--- config.mk ---
export PLATFORM = sky130hd
export DESIGN_NAME = multicycle_controller_flat
export DESIGN_NICKNAME = d
export VERILOG_FILES = /design/src/rtl/riscv_ctrl_pkg.sv /design/src/rtl/multicycle_controller_if.sv /design/src/rtl/opcode_class_decoder.sv /design/src/rtl/multicycle_controller.sv /design/src/flat_wrapper.sv
export SDC_FILE = /design/constraint.sdc
export NUM_CORES = 1
export LEC_CHECK = 0
export CORE_MARGIN = 1.5
export CORE_UTILIZATION = 35
export DETAILED_ROUTE_END_ITERATION = 10
export SLEW_MARGIN = 15
export SYNTH_ARGS = -nofsm -noshare
export SYNTH_HDL_FRONTEND = slang
export SYNTH_SLANG_ARGS = --single-unit
--- constraint.sdc ---
create_clock -name clock -period 4.65 [get_ports clock]
set_input_delay 1.1625 -clock clock [delete_from_list [all_inputs] [get_ports clock]]
set_output_delay 1.1625 -clock clock [all_outputs]
set_load 0.01 [all_outputs]
--- src/rtl/riscv_ctrl_pkg.sv ---
// Shared definitions for the multicycle RISC-V control sequencer:
// opcode constants, ALUOp encodings, FSM state enum and opcode class bundle.
package riscv_ctrl_pkg;

    localparam logic [6:0] OP_R   = 7'b0110011;
    localparam logic [6:0] OP_LD  = 7'b0000011;
    localparam logic [6:0] OP_SD  = 7'b0100011;
    localparam logic [6:0] OP_BEQ = 7'b1100011;

    localparam logic [1:0] ALU_ADD   = 2'b00;
    localparam logic [1:0] ALU_SUB   = 2'b01;
    localparam logic [1:0] ALU_FUNCT = 2'b10;

    typedef enum logic [2:0] {
        IDLE,
        FETCH,
        DECODE,
        EXECUTE,
        MEMORY,
        WRITEBACK,
        TRAP
    } state_t;

    // One-hot-ish classification of an opcode; exactly one field is set.
    typedef struct packed {
        logic is_r;
        logic is_ld;
        logic is_sd;
        logic is_beq;
        logic illegal;
    } op_class_t;

endpackage

--- src/rtl/multicycle_controller_if.sv ---
// Control/handshake bundle between the multicycle controller and the datapath.
// Handshake: a memory request (instrRead / memoryRead / memoryWrite) is held
// high until the matching ready is seen high in the same cycle; that cycle
// completes the transfer (zero-wait allowed). Ready outside a request is ignored.
interface multicycle_controller_if;

    logic [6:0] opcode;
    logic       instrReady;
    logic       memoryReady;

    logic       instrRead;
    logic       irWrite;
    logic       pcWrite;
    logic       branch;
    logic       regWrite;
    logic       memoryToRegister;
    logic       ALUSrc;
    logic       memoryRead;
    logic       memoryWrite;
    logic [1:0] ALUOp;
    logic       trap;

    // Controller side.
    modport master (
        input  opcode, instrReady, memoryReady,
        output instrRead, irWrite, pcWrite, branch, regWrite, memoryToRegister,
               ALUSrc, memoryRead, memoryWrite, ALUOp, trap
    );

    // Datapath / memory side.
    modport slave (
        output opcode, instrReady, memoryReady,
        input  instrRead, irWrite, pcWrite, branch, regWrite, memoryToRegister,
               ALUSrc, memoryRead, memoryWrite, ALUOp, trap
    );

endinterface

--- src/rtl/opcode_class_decoder.sv ---
// Combinational classification of a 7-bit RISC-V opcode into the four
// supported instruction classes, everything else flagged illegal.
module opcode_class_decoder
    import riscv_ctrl_pkg::*;
(
    input  logic [6:0] opcode,
    output op_class_t  op_class
);

    // Map opcode to its class; unknown opcodes are illegal.
    always_comb begin
        op_class = '0;
        case (opcode)
            OP_R:    op_class.is_r    = 1'b1;
            OP_LD:   op_class.is_ld   = 1'b1;
            OP_SD:   op_class.is_sd   = 1'b1;
            OP_BEQ:  op_class.is_beq  = 1'b1;
            default: op_class.illegal = 1'b1;
        endcase
    end

endmodule

--- src/rtl/multicycle_controller.sv ---
// Multicycle FSM sequencing FETCH/DECODE/EXECUTE/MEMORY/WRITEBACK for R, LD,
// SD and BEQ. Memory waits are bounded by MEM_WAIT_MAX; illegal opcodes and
// timeouts land in a sticky TRAP state that only reset leaves.
module multicycle_controller
    import riscv_ctrl_pkg::*;
#(
    parameter int MEM_WAIT_MAX = 15
)(
    input  logic                    clock,
    input  logic                    resetN,
    multicycle_controller_if.master bus,
    output state_t                  state_dbg
);

    localparam int WCW = $clog2(MEM_WAIT_MAX + 1);

    state_t         state_q, state_d;
    logic [WCW-1:0] wait_count_q, wait_count_d;
    logic [WCW-1:0] wait_count_inc;
    logic [6:0]     opcode_q, opcode_d;
    logic [6:0]     dec_opcode;
    op_class_t      op_class;

    // In DECODE the live opcode decides the branch; elsewhere the latched copy
    // drives the outputs so later IR/opcode changes cannot glitch them.
    assign dec_opcode     = (state_q == DECODE) ? bus.opcode : opcode_q;
    assign wait_count_inc = wait_count_q + WCW'(1);
    assign state_dbg      = state_q;

    opcode_class_decoder u_decoder (
        .opcode   (dec_opcode),
        .op_class (op_class)
    );

    // State, wait counter and opcode latch registers.
    always_ff @(posedge clock or negedge resetN) begin
        if (!resetN) begin
            state_q      <= IDLE;
            wait_count_q <= '0;
            opcode_q     <= '0;
        end else begin
            state_q      <= state_d;
            wait_count_q <= wait_count_d;
            opcode_q     <= opcode_d;
        end
    end

    // Next-state, wait counting and control outputs decoded from the state.
    always_comb begin
        state_d              = state_q;
        wait_count_d         = wait_count_q;
        opcode_d             = opcode_q;
        bus.instrRead        = 1'b0;
        bus.irWrite          = 1'b0;
        bus.pcWrite          = 1'b0;
        bus.branch           = 1'b0;
        bus.regWrite         = 1'b0;
        bus.memoryToRegister = 1'b0;
        bus.ALUSrc           = 1'b0;
        bus.memoryRead       = 1'b0;
        bus.memoryWrite      = 1'b0;
        bus.ALUOp            = ALU_ADD;
        bus.trap             = 1'b0;

        case (state_q)
            IDLE: begin
                state_d = FETCH;
            end
            FETCH: begin
                bus.instrRead = 1'b1;
                if (bus.instrReady) begin
                    bus.irWrite = 1'b1;
                    bus.pcWrite = 1'b1;
                    state_d     = DECODE;
                end else if (wait_count_inc == WCW'(MEM_WAIT_MAX)) begin
                    state_d = TRAP;
                end else begin
                    wait_count_d = wait_count_inc;
                end
            end
            DECODE: begin
                opcode_d = bus.opcode;
                state_d  = op_class.illegal ? TRAP : EXECUTE;
            end
            EXECUTE: begin
                if (op_class.is_r) begin
                    bus.ALUOp = ALU_FUNCT;
                    state_d   = WRITEBACK;
                end else if (op_class.is_ld || op_class.is_sd) begin
                    bus.ALUSrc = 1'b1;
                    bus.ALUOp  = ALU_ADD;
                    state_d    = MEMORY;
                end else if (op_class.is_beq) begin
                    bus.ALUOp  = ALU_SUB;
                    bus.branch = 1'b1;
                    state_d    = FETCH;
                end else begin
                    state_d = TRAP;
                end
            end
            MEMORY: begin
                bus.ALUSrc      = 1'b1;
                bus.memoryRead  = op_class.is_ld;
                bus.memoryWrite = op_class.is_sd;
                if (bus.memoryReady) begin
                    state_d = op_class.is_ld ? WRITEBACK : FETCH;
                end else if (wait_count_inc == WCW'(MEM_WAIT_MAX)) begin
                    state_d = TRAP;
                end else begin
                    wait_count_d = wait_count_inc;
                end
            end
            WRITEBACK: begin
                bus.regWrite         = 1'b1;
                bus.memoryToRegister = op_class.is_ld;
                state_d              = FETCH;
            end
            TRAP: begin
                bus.trap = 1'b1;
            end
            default: begin
                state_d = TRAP;
            end
        endcase

        // Every state change starts the next wait from zero.
        if (state_d != state_q) begin
            wait_count_d = '0;
        end
    end

endmodule
--- src/flat_wrapper.sv ---
// flat-port wrapper written by rule: the top's interface ports become plain ports
module multicycle_controller_flat import riscv_ctrl_pkg::*;
#(
    parameter int MEM_WAIT_MAX = 15
)
  (clock, resetN, state_dbg, bus_opcode, bus_instrReady, bus_memoryReady, bus_instrRead, bus_irWrite, bus_pcWrite, bus_branch, bus_regWrite, bus_memoryToRegister, bus_ALUSrc, bus_memoryRead, bus_memoryWrite, bus_ALUOp, bus_trap);
  multicycle_controller_if bus_i ();
  input  logic clock;
  input  logic resetN;
  output state_t state_dbg;
  input wire logic [$bits(bus_i.opcode)-1:0] bus_opcode;
  input wire logic [$bits(bus_i.instrReady)-1:0] bus_instrReady;
  input wire logic [$bits(bus_i.memoryReady)-1:0] bus_memoryReady;
  output wire logic [$bits(bus_i.instrRead)-1:0] bus_instrRead;
  output wire logic [$bits(bus_i.irWrite)-1:0] bus_irWrite;
  output wire logic [$bits(bus_i.pcWrite)-1:0] bus_pcWrite;
  output wire logic [$bits(bus_i.branch)-1:0] bus_branch;
  output wire logic [$bits(bus_i.regWrite)-1:0] bus_regWrite;
  output wire logic [$bits(bus_i.memoryToRegister)-1:0] bus_memoryToRegister;
  output wire logic [$bits(bus_i.ALUSrc)-1:0] bus_ALUSrc;
  output wire logic [$bits(bus_i.memoryRead)-1:0] bus_memoryRead;
  output wire logic [$bits(bus_i.memoryWrite)-1:0] bus_memoryWrite;
  output wire logic [$bits(bus_i.ALUOp)-1:0] bus_ALUOp;
  output wire logic [$bits(bus_i.trap)-1:0] bus_trap;
  assign bus_i.opcode = bus_opcode;
  assign bus_i.instrReady = bus_instrReady;
  assign bus_i.memoryReady = bus_memoryReady;
  assign bus_instrRead = bus_i.instrRead;
  assign bus_irWrite = bus_i.irWrite;
  assign bus_pcWrite = bus_i.pcWrite;
  assign bus_branch = bus_i.branch;
  assign bus_regWrite = bus_i.regWrite;
  assign bus_memoryToRegister = bus_i.memoryToRegister;
  assign bus_ALUSrc = bus_i.ALUSrc;
  assign bus_memoryRead = bus_i.memoryRead;
  assign bus_memoryWrite = bus_i.memoryWrite;
  assign bus_ALUOp = bus_i.ALUOp;
  assign bus_trap = bus_i.trap;
  multicycle_controller #(.MEM_WAIT_MAX(MEM_WAIT_MAX)) u_core (.clock(clock), .resetN(resetN), .bus(bus_i), .state_dbg(state_dbg));
endmodule
==> results.txt <==
The most used flip-flop cell after synthesis is sky130_fd_sc_hd__dfrtp_1. The wire length per cell after detailed routing came out at between 10 and 15 um. The total of hold buffers inserted after clock tree synthesis is 0. The cell count after placement is 185.

Once layout is complete, the utilization of the core stands at 0.473. The setup skew after layout is between 0.01 and 0.015 ns. The net count after synthesis is between 100 and 150. The height of the chip is between 60 and 70 um.

After global routing the overflow that remains totals 0. The arrival time of data at the critical path endpoint came out at approximately 2.6 ns. The first global-routing pass estimated 4390 um of wire. The count of nets left with antenna violations after detail routing came out at 0. The area used by sequential logic in the layout came out at around 350 sq um. The final layout contains approximately 160 nets. The fraction of met1 tracks used by global routing is 0.227. The buffers inserted during post-CTS setup optimization came out at 0. The headroom to the max-slew limit is 0.578. The post-layout total power came out at 0.590 mW. The number of remaining DRC errors came out at 0.

The number of antenna violations at the first check in global routing came to 0. The later pin in the worst-skew pair is clocked with a latency of around 0.28 ns. Max-cap violations in this run came to 0. In the final layout, the multi-input gates occupy about 730 sq um.

The share of synthesized area in the top cell type comes to 0.306. The combined buffer and inverter count along the critical path is 1. The flow ran to the end, and the final reports show no timing, DRC or antenna violations. The clock slew seen by the registers of the worst setup and hold paths came out at roughly 0.090 ns.

The peak supply drop is 0.223 mV. The final critical-path share of the clock period came out at 0.799. Traced cell by cell, the critical path runs through nor3b_1 > or4_4 > nor4b_4 > clkdlybuf4s50_1. In this run the number of H-tree levels came out at 1.

The layer flagged by global routing as most heavily used is met2. The post-synthesis instance total came out at 123. The clock sink total came out at 14. The via-per-instance ratio came out at 5.53.

The worst setup path is launched from a register. The number of top-level design ports is 26. In this run, post-CTS repair resized a total of 0 instances. The port buffer count came out at 25. The number of max-slew violations in the final report is 0. The layout overhead on the synthesized area is 27.1%.

Measured along the x axis, the die boundary spans between 60 and 70 um. The maximum operating frequency came out at approximately 270 MHz. The final weighted congestion of routability-driven global placement is 0.752.

The longest individual stage delay on the worst path came out at between 0.6 and 0.7 ns. The total vias in the final route is approximately 1000. The biggest area contributor in the post-synthesis netlist is sky130_fd_sc_hd__dfrtp_1. The post-layout worst setup margin is around 0.94 ns. The number of endpoints with negative hold slack in the final report came out at 0. The total power per unit cell area is about 400 nW/um^2. The first detailed-routing pass ran for 4 iterations. The detailed-placement wirelength estimate is 2060 um. Timing analysis after detailed placement gives a worst setup slack of 1.10 ns. Counting flops and latches in the post-synthesis netlist gives 14.

Yosys mapped a number of flops with a built-in enable equal to 0. For the pin with the worst max-slew slack, the measured transition is between 0.6 and 0.7 ns. The initialized floorplan defines 20 standard-cell rows. The slowest stage of the critical path is the sky130_fd_sc_hd__clkdlybuf4s50_1 cell.

The total setup violations reported at the end of the flow came out at 0. For this block, the routed nets add up to about 2700 um of wire. The worst setup path is of the reg2out kind. In this run the clock root is driven by a sky130_fd_sc_hd__clkbuf_4. The routing usage on met2 is 0.247.

The worst hold-check path type is reg2reg. After synthesis, the cell types taking the most area are sky130_fd_sc_hd__dfrtp_1 31%, sky130_fd_sc_hd__mux2_2 5.9%, sky130_fd_sc_hd__nor2_1 3.6%, sky130_fd_sc_hd__o21ai_0 3.1%, sky130_fd_sc_hd__a2111oi_1 2.6%. Setup repair after global routing left no endpoint under its margin. In this run the cell area of the synthesized design comes to between 1000 and 1500 sq um. The worst-case hold slack came out at ~0.52 ns. The core region is roughly 3000 sq um. After synthesis, the netlist uses 51 different library cells. The via count of the first global-routing pass came out at ~950. The sequential cell area fraction in the yosys report is 0.306.

The number of warnings reported in the yosys synthesis log is 0. The pin count of the biggest net entering global routing came out at 16. The area of the die is about 3600 sq um. The total non-filler cell area in the finished layout came out at about 1500 sq um. The final setup TNS is 0 ns. The top fanout value on the critical path is 14. The number of antenna diodes in the final layout is 0. For this configuration, the core starts out at a cell density of 0.372. The count of fill cells added during filler insertion came out at between 300 and 400. The data required time at the worst endpoint came out at ~3.5 ns. The maximum buffer depth of the clock tree came out at 2. The met3 usage is 0.0195. The filler-free cell count of the finished design is approximately 190. The static leakage is approximately 0.56 nW. Grouping stages by cell kind, the critical path spends the most delay in simple AND/OR/NAND/NOR gates. The critical path capture point type is an output port.

In this run, the number of DRC markers left after iteration 0 of detailed routing was 42. The clock buffer count from CTS came out at 3. The post-synthesis area per instance came out at between 9 and 10 sq um. TritonCTS built the clock tree. The fraction of layout instances using a drive strength above 1 came out at 0.117. The post-detailed-placement cell area is between 1000 and 1500 sq um. The fraction of synthesis flops using an asynchronous set or reset pin is 1.00. The final critical path time including I/O delays and setup came out at about 3.7 ns. The global-route usage over all layers is 0.160.
-- report_power, final --
part	total, mW	switching (mW)	internal (mW)	leakage, nW
sequential	0.243	0.0791	0.164	0.172
clock	0.0858	0.0382	0.0476	0.0210
combinational	0.261	0.114	0.147	0.366
-- worst paths after layout --
| path | from | to | slack (ns) | depth (start not counted) |
|---|---|---|---|---|
| worst min register to register | u_core.opcode_q[3] | u_core.opcode_q[3] | 0.52 | 1 |
| max in group asynchronous | resetN | u_core.wait_count_q[0] | 2.97 | 1 |
| worst max-delay path | u_core.state_dbg[1] | bus_memoryRead | 0.94 | 4 |
| worst min-delay path | u_core.opcode_q[3] | u_core.opcode_q[3] | 0.52 | 1 |
| min in group asynchronous | resetN | u_core.opcode_q[3] | 1.27 | 1 |
| worst max register to register | u_core.state_dbg[1] | u_core.wait_count_q[3] | 2.24 | 5 |
-- logic make-up (layout without fill, tap and decap cells) --
kind of cell / count (synthesis) / count (layout) / synth area share
AOI/OAI and AO/OA: 29 / 29 / 0.195
xor gates and xnor gates: 4 / 4 / 0.0306
adders and majority gates: 2 / 2 / 0.0218
buffers and inverters: 14 / 36 / 0.0535
DFF: 14 / 14 / 0.306
muxes: 7 / 7 / 0.0677
and+or+nand+nor: 53 / 53 / 0.325
-- flip-flops by register name, indices dropped and copies added (netlist names) --
name and cells:
u_core.opcode_q 7, u_core.wait_count_q 4, u_core.state_dbg 3
-- placed cells by master, fill, tap and decap left out, types with 2 or more instances in the layout --
cell type,instances
sky130_fd_sc_hd__a2111oi_1,3
sky130_fd_sc_hd__nand4_1,2
sky130_fd_sc_hd__nand3b_1,4
sky130_fd_sc_hd__nor2_1,11
sky130_fd_sc_hd__xnor2_1,3
sky130_fd_sc_hd__inv_1,6
sky130_fd_sc_hd__or4_1,2
sky130_fd_sc_hd__a21oi_1,2
sky130_fd_sc_hd__o2111a_1,2
sky130_fd_sc_hd__dfrtp_1,14
sky130_fd_sc_hd__nand2_1,6
sky130_fd_sc_hd__clkbuf_4,3
sky130_fd_sc_hd__clkdlybuf4s50_1,25
sky130_fd_sc_hd__o21ai_0,7
sky130_fd_sc_hd__ha_1,2
sky130_fd_sc_hd__nor2b_1,2
sky130_fd_sc_hd__nor3b_1,4
sky130_fd_sc_hd__o211ai_1,3
sky130_fd_sc_hd__nor4b_1,2
sky130_fd_sc_hd__mux2_2,6
sky130_fd_sc_hd__and2_1,2
sky130_fd_sc_hd__nand3_1,3
sky130_fd_sc_hd__nand2b_1,2
-- metal layers --
layer	routed length [um]	part of all wire
met3	93	0.035
met2	1250	0.47
met4	12	0.0045
met5	0	0
met1	1310	0.49
-- cell type report --
class / instances / share of cell area
clock buffers: 4 / 0.0249
flip-flops and latches: 14 / 0.241
well taps: 44 / 0.0378
inverters: 6 / 0.0155
repair buffers: 26 / 0.177
multi-input cells: 95 / 0.504
-- Yosys cell counts (all sizes together), types with 3 or more instances --
master,number
clkbuf,6
o211ai,3
dfrtp,14
o21ai,8
a2111oi,3
nor2,11
mux2,6
nand2,6
nand3b,4
nor3b,4
or4,3
nor4b,4
xnor2,3
inv,6
nand3,3
Note: power is estimated with default switching activity, not from simulation.
